===== config.mk =====
export PLATFORM = sky130hd
export DESIGN_NAME = kernel_channel_mac_array
export DESIGN_NICKNAME = d
export VERILOG_FILES = /design/src/rtl/kernel_channel_mac_array.sv
export SDC_FILE = /design/constraint.sdc
export NUM_CORES = 2
export LEC_CHECK = 0
export CELL_PAD_IN_SITES_DETAIL_PLACEMENT = 1
export CELL_PAD_IN_SITES_GLOBAL_PLACEMENT = 1
export CORE_MARGIN = 3
export CORE_UTILIZATION = 39
export CTS_CLUSTER_DIAMETER = 150
export DETAILED_ROUTE_END_ITERATION = 10
export PLACE_DENSITY = 0.67
export SYNTH_ARGS = -nofsm -noshare
export SYNTH_HDL_FRONTEND = slang
export SYNTH_SLANG_ARGS = --single-unit

===== constraint.sdc =====
create_clock -name clk -period 20 [get_ports clk]
set_clock_uncertainty 0.1 [all_clocks]
set_input_delay 2 -clock clk [delete_from_list [all_inputs] [get_ports clk]]
set_output_delay 2 -clock clk [all_outputs]
set_load 0.05 [all_outputs]

===== src/rtl/kernel_channel_mac_array.sv =====
// Weight-stationary MAC array: NUM_KERNEL kernels, each a NUM_CHANNEL-deep systolic
// chain of saturating multiply-adds, followed by an optional cross-beat accumulator.
module kernel_channel_mac_array #(
    parameter int BIT_WIDTH   = 8,
    parameter int PSUM_WIDTH  = 16,
    parameter int NUM_CHANNEL = 3,
    parameter int NUM_KERNEL  = 4,
    parameter int REG_WIDTH   = 32
) (
    input  logic                                       clk,
    input  logic                                       rst,
    input  logic [BIT_WIDTH*NUM_CHANNEL-1:0]           i_data,
    input  logic                                       i_data_val,
    input  logic [BIT_WIDTH*NUM_KERNEL*NUM_CHANNEL-1:0] i_weight,
    input  logic                                       i_weight_val,
    input  logic [PSUM_WIDTH*NUM_KERNEL-1:0]           i_psum,
    input  logic                                       i_acc_en,
    input  logic                                       i_last,
    input  logic                                       i_err_clr,
    output logic [PSUM_WIDTH*NUM_KERNEL-1:0]           o_psum,
    output logic [NUM_KERNEL-1:0]                      o_psum_val,
    output logic                                       o_busy,
    output logic [REG_WIDTH-1:0]                       err_psum_val
);
    localparam int BW = BIT_WIDTH;
    localparam int PW = PSUM_WIDTH;
    localparam int NC = NUM_CHANNEL;
    localparam int NK = NUM_KERNEL;
    localparam bit HAS_GRP_ERR = (NK + 1 < REG_WIDTH);
    localparam int ERR_GRP = HAS_GRP_ERR ? NK + 1 : NK;
    localparam logic [PW-1:0] PSUM_MAX = {1'b0, {(PW-1){1'b1}}};
    localparam logic [PW-1:0] PSUM_MIN = {1'b1, {(PW-1){1'b0}}};

    // Returns {saturated, clamped_sum}.
    function automatic logic [PW:0] sat_add(input logic [PW-1:0] a, input logic [PW-1:0] b);
        logic [PW:0] s;
        s = {a[PW-1], a} + {b[PW-1], b};
        if (s[PW] != s[PW-1]) return {1'b1, (s[PW] ? PSUM_MIN : PSUM_MAX)};
        return {1'b0, s[PW-1:0]};
    endfunction

    logic signed [BW-1:0] w_q     [NK][NC];
    logic        [BW-1:0] d_al    [NC];
    logic signed [PW-1:0] sum_q   [NC][NK];
    logic signed [PW-1:0] sum_d   [NC][NK];
    logic signed [PW-1:0] in_sum  [NC][NK];
    logic [NC-1:0]        val_q, acc_q, last_q;
    logic [NC-1:0]        in_val, in_acc, in_last;
    logic signed [PW-1:0] accum_q [NK];
    logic signed [PW-1:0] accum_d [NK];
    logic                 group_open_q;
    logic [PW*NK-1:0]     o_psum_q;
    logic                 o_psum_val_q;
    logic [REG_WIDTH-1:0] err_q, err_d, err_set;
    logic [NK-1:0]        sat_k, acc_sat;
    logic                 load_ok, fv, fa, fl;

    // Channel c is skewed by c cycles so it meets its beat at chain stage c.
    for (genvar c = 0; c < NC; c++) begin : g_skew
        if (c == 0) begin : g_direct
            assign d_al[0] = i_data[BW-1:0];
        end else begin : g_delay
            logic [BW-1:0] sr_q [c];
            always_ff @(posedge clk or posedge rst) begin
                if (rst) begin
                    for (int j = 0; j < c; j++) sr_q[j] <= '0;
                end else begin
                    sr_q[0] <= i_data[c*BW +: BW];
                    for (int j = 1; j < c; j++) sr_q[j] <= sr_q[j-1];
                end
            end
            assign d_al[c] = sr_q[c-1];
        end
    end

    assign load_ok = i_weight_val && !i_data_val && !o_busy;
    assign fv = val_q[NC-1];
    assign fa = acc_q[NC-1];
    assign fl = last_q[NC-1];

    always_comb begin
        logic signed [2*BW-1:0] prod;
        logic [PW:0]            r;
        sat_k   = '0;
        in_val  = '0;
        in_acc  = '0;
        in_last = '0;
        in_val[0]  = i_data_val;
        in_acc[0]  = i_acc_en;
        in_last[0] = i_last;
        for (int k = 0; k < NK; k++) in_sum[0][k] = i_psum[k*PW +: PW];
        for (int c = 1; c < NC; c++) begin
            in_val[c]  = val_q[c-1];
            in_acc[c]  = acc_q[c-1];
            in_last[c] = last_q[c-1];
            for (int k = 0; k < NK; k++) in_sum[c][k] = sum_q[c-1][k];
        end
        for (int c = 0; c < NC; c++) begin
            for (int k = 0; k < NK; k++) begin
                prod        = signed'(d_al[c]) * w_q[k][c];
                r           = sat_add(in_sum[c][k], PW'(prod));
                sum_d[c][k] = r[PW-1:0];
                if (r[PW] && in_val[c]) sat_k[k] = 1'b1;
            end
        end
    end

    // First beat of a group loads the accumulator; later beats add to it.
    always_comb begin
        logic [PW:0] r;
        acc_sat = '0;
        for (int k = 0; k < NK; k++) begin
            r = sat_add(accum_q[k], sum_q[NC-1][k]);
            accum_d[k] = group_open_q ? r[PW-1:0] : sum_q[NC-1][k];
            acc_sat[k] = group_open_q && r[PW] && fv && fa;
        end
    end

    always_comb begin
        err_set = '0;
        err_set[NK-1:0] = sat_k | acc_sat;
        err_set[NK] = i_weight_val && !load_ok;
        if (HAS_GRP_ERR) err_set[ERR_GRP] = err_set[ERR_GRP] | (fv && !fa && group_open_q);
        err_d = (i_err_clr ? '0 : err_q) | err_set;
    end

    always_ff @(posedge clk or posedge rst) begin
        if (rst) begin
            for (int k = 0; k < NK; k++) begin
                for (int c = 0; c < NC; c++) w_q[k][c] <= '0;
                accum_q[k] <= '0;
            end
            for (int c = 0; c < NC; c++)
                for (int k = 0; k < NK; k++) sum_q[c][k] <= '0;
            val_q        <= '0;
            acc_q        <= '0;
            last_q       <= '0;
            group_open_q <= 1'b0;
            o_psum_q     <= '0;
            o_psum_val_q <= 1'b0;
            err_q        <= '0;
        end else begin
            if (load_ok)
                for (int k = 0; k < NK; k++)
                    for (int c = 0; c < NC; c++) w_q[k][c] <= i_weight[(k*NC+c)*BW +: BW];
            val_q  <= in_val;
            acc_q  <= in_acc;
            last_q <= in_last;
            for (int c = 0; c < NC; c++)
                if (in_val[c])
                    for (int k = 0; k < NK; k++) sum_q[c][k] <= sum_d[c][k];
            o_psum_val_q <= 1'b0;
            if (fv) begin
                if (!fa) begin
                    for (int k = 0; k < NK; k++) o_psum_q[k*PW +: PW] <= sum_q[NC-1][k];
                    o_psum_val_q <= 1'b1;
                    group_open_q <= 1'b0;
                end else if (fl) begin
                    for (int k = 0; k < NK; k++) o_psum_q[k*PW +: PW] <= accum_d[k];
                    o_psum_val_q <= 1'b1;
                    group_open_q <= 1'b0;
                end else begin
                    for (int k = 0; k < NK; k++) accum_q[k] <= accum_d[k];
                    group_open_q <= 1'b1;
                end
            end
            err_q <= err_d;
        end
    end

    assign o_psum       = o_psum_q;
    assign o_psum_val   = {NK{o_psum_val_q}};
    assign o_busy       = (|val_q) | group_open_q | o_psum_val_q;
    assign err_psum_val = err_q;
endmodule


## Yosys cells after proc, flatten, opt, wreduce, memory -nomap -nowiden

Cells that the tools add are included.

| storage, ports and cells | value |
|---|---|
| word-level logic and storage cells | 212 |
| input port bits | 191 |
| flip-flop bits (word level) | 483 |
| output and inout port bits | 101 |

| operators by class | value |
|---|---|
| multiply operators | 12 |
| reductions and logical operators | 36 |
| equality and inequality tests | 17 |
| muxes and demuxes | 88 |
| bitwise logic cells | 5 |
| add/subtract/negate cells | 16 |

Operator list:

| cell | count |
|---|---|
| $mux 17 | 32 |
| $mux 16 | 20 |
| $add 16x16->17 | 16 |
| $mul 8x8->16 | 12 |
| $mux 64 | 2 |
| $mux 1 | 33 |
| $mux 32 | 1 |
| $or 32x6->32 | 1 |
| $logic_and 1x1->1 | 29 |
| $ne 1x1->1 | 16 |
| $logic_not 1->1 | 4 |
| $or 4x4->4 | 1 |
| $reduce_and 3->1 | 1 |
| $reduce_or 3->1 | 1 |
| $ne 2x1->1 const B | 1 |
| $or 1x1->1 | 2 |
| $reduce_and 2->1 | 1 |
| $not 1->1 | 1 |

## Logic depth before layout (Yosys ltp)

| depth | value |
|---|---|
| word-level depth | 11 |
| mapped depth | 27 |
| gate-level depth less buffers | 25 |

## Least setup slack after synthesis

No wires, ideal clock.

| timing | value |
|---|---|
| kind | in2reg |
| start | in i_data[7] |
| end | reg, netlist name in_sum[64] |
| arrival time | 7.951 ns |
| path buffers | 3 |
| data required time | 19.818 ns |
| stages | 23 |
| slack | 11.867 ns |
| setup time | 0.082 ns |
| cell sequence | clkbuf_1 and2_1 inv_1 fa_1 inv_1 fa_1 fa_1 fa_1 fa_1 ha_1 o21ai_0 nor2_1 o21a_1 o41ai_1 o21a_1 o21bai_1 a21oi_1 xor2_1 ha_1 or3b_1 clkbuf_1 buf_2 a31oi_1 |

| on the way | value |
|---|---|
| longest elaborated chain between the ends | 5 |
| elaborated cells between the ends (all ways) | 7 |
| classes of those cells | add/sub (1); mul (1); eq/ne (1); mux (4) |

Ends and longest elaborated chain:

| what | line | source |
|---|---|---|
| start, declared | 12 | `input logic [BIT_WIDTH*NUM_CHANNEL-1:0] i_data,` |
| $mul 8x8->16 * | 100 | `prod = signed'(d_al[c]) * w_q[k][c];` |
| $add 16x16->17 * | 37 | `s = {a[PW-1], a} + {b[PW-1], b};` |
| $mux 16 or $ne 1x1->1 (tied branches) | 38 | `if (s[PW] != s[PW-1]) return {1'b1, (s[PW] ? PSUM_MIN : PSUM_MAX)};` |
| $mux 17 or $mux 1 (tied branches) | 38 |  |
| $mux 17 * | 39 | `return {1'b0, s[PW-1:0]};` |

Mark *: on every way between the ends. The rest lies on a longest branch, timed or not. The select of a mux whose other input is x is not followed.
A chain may end at the register's enable or synchronous reset.

## Worst setup path in the final report

| timing | value |
|---|---|
| start | in i_data[7] |
| end | reg, netlist name in_sum[107] |

| on the way | value |
|---|---|
| longest elaborated chain between the ends | 5 |
| elaborated cells between the ends (all ways) | 7 |
| classes of those cells | add/sub (1); mul (1); eq/ne (1); mux (4) |

Ends and longest elaborated chain:

| what | line |
|---|---|
| $mul 8x8->16 * | 100 |
| $add 16x16->17 * | 37 |
| $mux 16 or $ne 1x1->1 (tied branches) | 38 |
| $mux 17 or $mux 1 (tied branches) | 38 |
| $mux 17 * | 39 |

Marked as above.

==> impl_metrics.py <==
metrics = {
    "yosys": {
        "synth_seq_cells": 457,
        "synth_warnings": 0,
        "postSynth.asyncResetShare": 1.00,
        "synth_area_leaders": "fa_1, dfrtp_1, ha_1",
        "yosysTopAreaCellShare": 0.311,
        "ys_types": 87,
        "yosysTopAreaCell": "fa_1",
        "netlist_instances": 6155,
        "synth-edff-count": 0,
        "ys_seq_area_frac": 0.194,
        "syn_area_um2": 59000,
        "synth-main-ff-cell": "dfrtp_1",
        "avgSynthCellArea_um2": 9.58,
    },
    "place": {
        "io_buffers": 265,
        "place_area_um2": 63500,
        "gp_congestion": 0.846,
        "dp_hpwl_um": 127000,
    },
    "hold_path": {
        "worstHoldStart": "g_skew[2].g_delay.sr_q[11]",
        "whs_endpoint": "d_al[3]",
        "hold_class": "flip-flop to flip-flop",
        "min_path_cells": 0,
    },
    "detailed_routing": {
        "dr_total_vias": 42200,
        "drc": 0,
        "drt-wirelength-per-cell_um": 18.9,
        "viasPerCell": 5.06,
        "drt_iter0_drc": 1684,
        "wl_um": 157000,
        "firstDrtPassIters": 5,
        "detail-route-antenna-nets": 0,
    },
    "cts": {
        "cts_buffers": 57,
        "clkTransAtPathRegs_ps": 60,
        "cts_root_buf": "clkbuf_16",
        "cts.sinks": 457,
        "cts_tree": "yes",
        "post_cts_resized": 0,
        "clk_latency_ps": 690,
        "clockBufferDepth": 3,
        "cts_hold_buf": 0,
        "post_cts.repair.setup_buffers": 0,
        "cts-htree-levels": 2,
    },
    "timing": {
        "timing.fmax_ghz": 0.107,
        "period_minus_slack_ps": 9370,
        "hold_viol": 0,
        "maxSlewViolCount": 0,
        "holdWs_ps": 245,
        "rsz0062_at_grt": "no",
        "tns_ps": 0,
        "setup_viol": 0,
        "fin_crit_sh": 0.469,
        "tightestPinTransition_ps": 1200,
        "slew_headroom": 0.179,
    },
    "setup_path": {
        "cp.required_ps": 20410,
        "cp.arrival_ps": 9790,
        "critical-path-top-delay-family": "adder cells",
        "slowest_delay_ps": 880,
        "reg2reg_from": "w_q[64]",
        "cp_max_fo": 32,
        "reg2reg_to": "in_sum[107]",
        "critPathCaptureType": "flip-flop",
        "crit_slowest_cell": "mux2i_1",
        "worstPathCellList": "clkdlybuf4s50_1, buf_4, and2_1, inv_1, fa_1, inv_1, fa_1, fa_1, fa_1, fa_1, ha_1, o211ai_1, a21o_1, a21oi_1, o41ai_1, xor2_1, ha_1, nor2b_1, mux2i_1, nor2_1, a211o_1",
        "r2r_cells": 19,
        "worstSetupPathType": "input port to flip-flop",
        "worst-path-buf-inv": 4,
        "setup.worst_path.start_class": "input port",
        "cpMostUsedCell": "fa_1",
        "rrSetupSlack_ps": 12170,
    },
    "die": {
        "rows": 142,
        "core-area_um2": 150000,
        "start_util": 0.393,
        "die_h_um": 395,
        "die_area_um2": 156000,
        "top_level_ports": 292,
        "fp.dieW_um": 395,
    },
    "grt": {
        "grt_pass1_vias": 46700,
        "antenna_found_initial": 8,
        "groute.usage.overall": 0.205,
        "grt_pass1_wl_um": 257000,
        "grt_max_degree": 146,
        "grt.overflow.total": 0,
    },
    "layout": {
        "final_cell_mix": "inv_1, fa_1, ha_1, nand2_1, dfrtp_1",
        "design_area_um2": 65500,
        "syn2layout_area_growth_pct": 11.1,
        "nNetsFinal": 7951,
        "drive_gt1_frac": 0.0469,
        "final_common_cell": "inv_1",
    },
    "flow_run": {
        "maxCapViolCount": 0,
    },
    "outcome": {
        "status": "finished clean",
    },
}
[cell usage after synthesis, types with 14 or more instances]
cell / count
and3_1: 21
o22ai_1: 24
a22oi_1: 17
mux2_2: 102
nand2_1: 534
o21a_1: 35
nor2_1: 343
xnor2_1: 188
dfrtp_1: 457
clkbuf_1: 230
a21boi_0: 14
or3_1: 36
nor3b_1: 15
o211ai_1: 22
nor2b_1: 55
and2_1: 389
nand3_1: 25
xor2_1: 55
a21o_1: 66
mux2i_1: 25
a31oi_1: 86
nor3_1: 24
a21oi_1: 273
a211o_1: 33
ha_1: 562
nand2b_1: 43
o21bai_1: 27
fa_1: 916
o21ai_0: 229
buf_4: 31
a211oi_1: 51
inv_1: 1079
[through the flow]
stage,setup slack [ps],instances,utilization
after detailed placement,9990,8239,0.423
after floorplan,5160,6180,-
after global routing,10100,8344,0.437
final,10630,8345,0.437
after CTS,10630,8344,0.437
after global placement,10160,8239,0.423
[worst max path at each step]
| stage | startpoint | to | slack, ps | depth (start not counted) |
|---|---|---|---|---|
| after detailed placement | i_data[7] | in_sum[107] | 9990 | 21 |
| after global placement | i_data[7] | in_sum[118] | 10160 | 21 |
| final | i_data[7] | in_sum[107] | 10630 | 21 |
| after global routing | i_data[7] | in_sum[126] | 10100 | 21 |
| after CTS | i_data[7] | in_sum[107] | 10630 | 21 |
| after floorplan | rst | acc_q[0] | 5160 | 1 |
[worst reg2reg max path, delay by kind of cell, from the launching register on]
kind,cells,cell delay [ps]
AND/OR/NAND/NOR,3,880
AO/OA/AOI/OAI,5,1480
flip-flops,1,600
buffers and inverters,2,180
adder cells (fa/ha/maj),7,3400
XOR/XNOR,1,190
multiplexers,1,880
[sequential cells by signal, indices dropped and copies added (netlist names)]
register,cells
last_q,3
o_psum,64
d_al,8
accum_q,64
w_q,96
acc_q,3
err_psum_val,6
in_sum,128
val_q,3
o_psum_val_q,1
sum_q,64
group_open_q,1
g_skew.g_delay.sr_q,16
[kinds of logic after synthesis]
kind of cell,after synthesis,share of synthesized area
AO/OA/AOI/OAI,952,0.101
XOR/XNOR,243,0.0361
AND/OR/NAND/NOR,1531,0.125
adder cells (fa/ha/maj),1478,0.430
flip-flops,457,0.194
buffers and inverters,1365,0.0893
multiplexers,128,0.0240
other,1,0.0000636
[metal layers]
metal	wire (µm)	GRT usage	vias up
li1	-	-	19700
met2	74300	0.343	566
met5	18	0	-
met1	73600	0.284	21800
met3	5940	0.0248	156
met4	3460	0.0448	4
[layout make-up]
| type | count | area, µm² |
|---|---|---|
| clock inverters | 24 | 338 |
| inverters | 1088 | 4090 |
| clock buffers | 81 | 1680 |
| repair buffers | 320 | 3080 |
| multi-input cells | 4358 | 42400 |
| fillers | 17200 | 84400 |
| well taps | 2016 | 2520 |
| diodes | 1 | 2.50 |
| flip-flops and latches | 457 | 11400 |
Power is left out: the tool's default activity adds up to more than one toggle a clock period on the data nets, which glitch-free logic cannot reach.
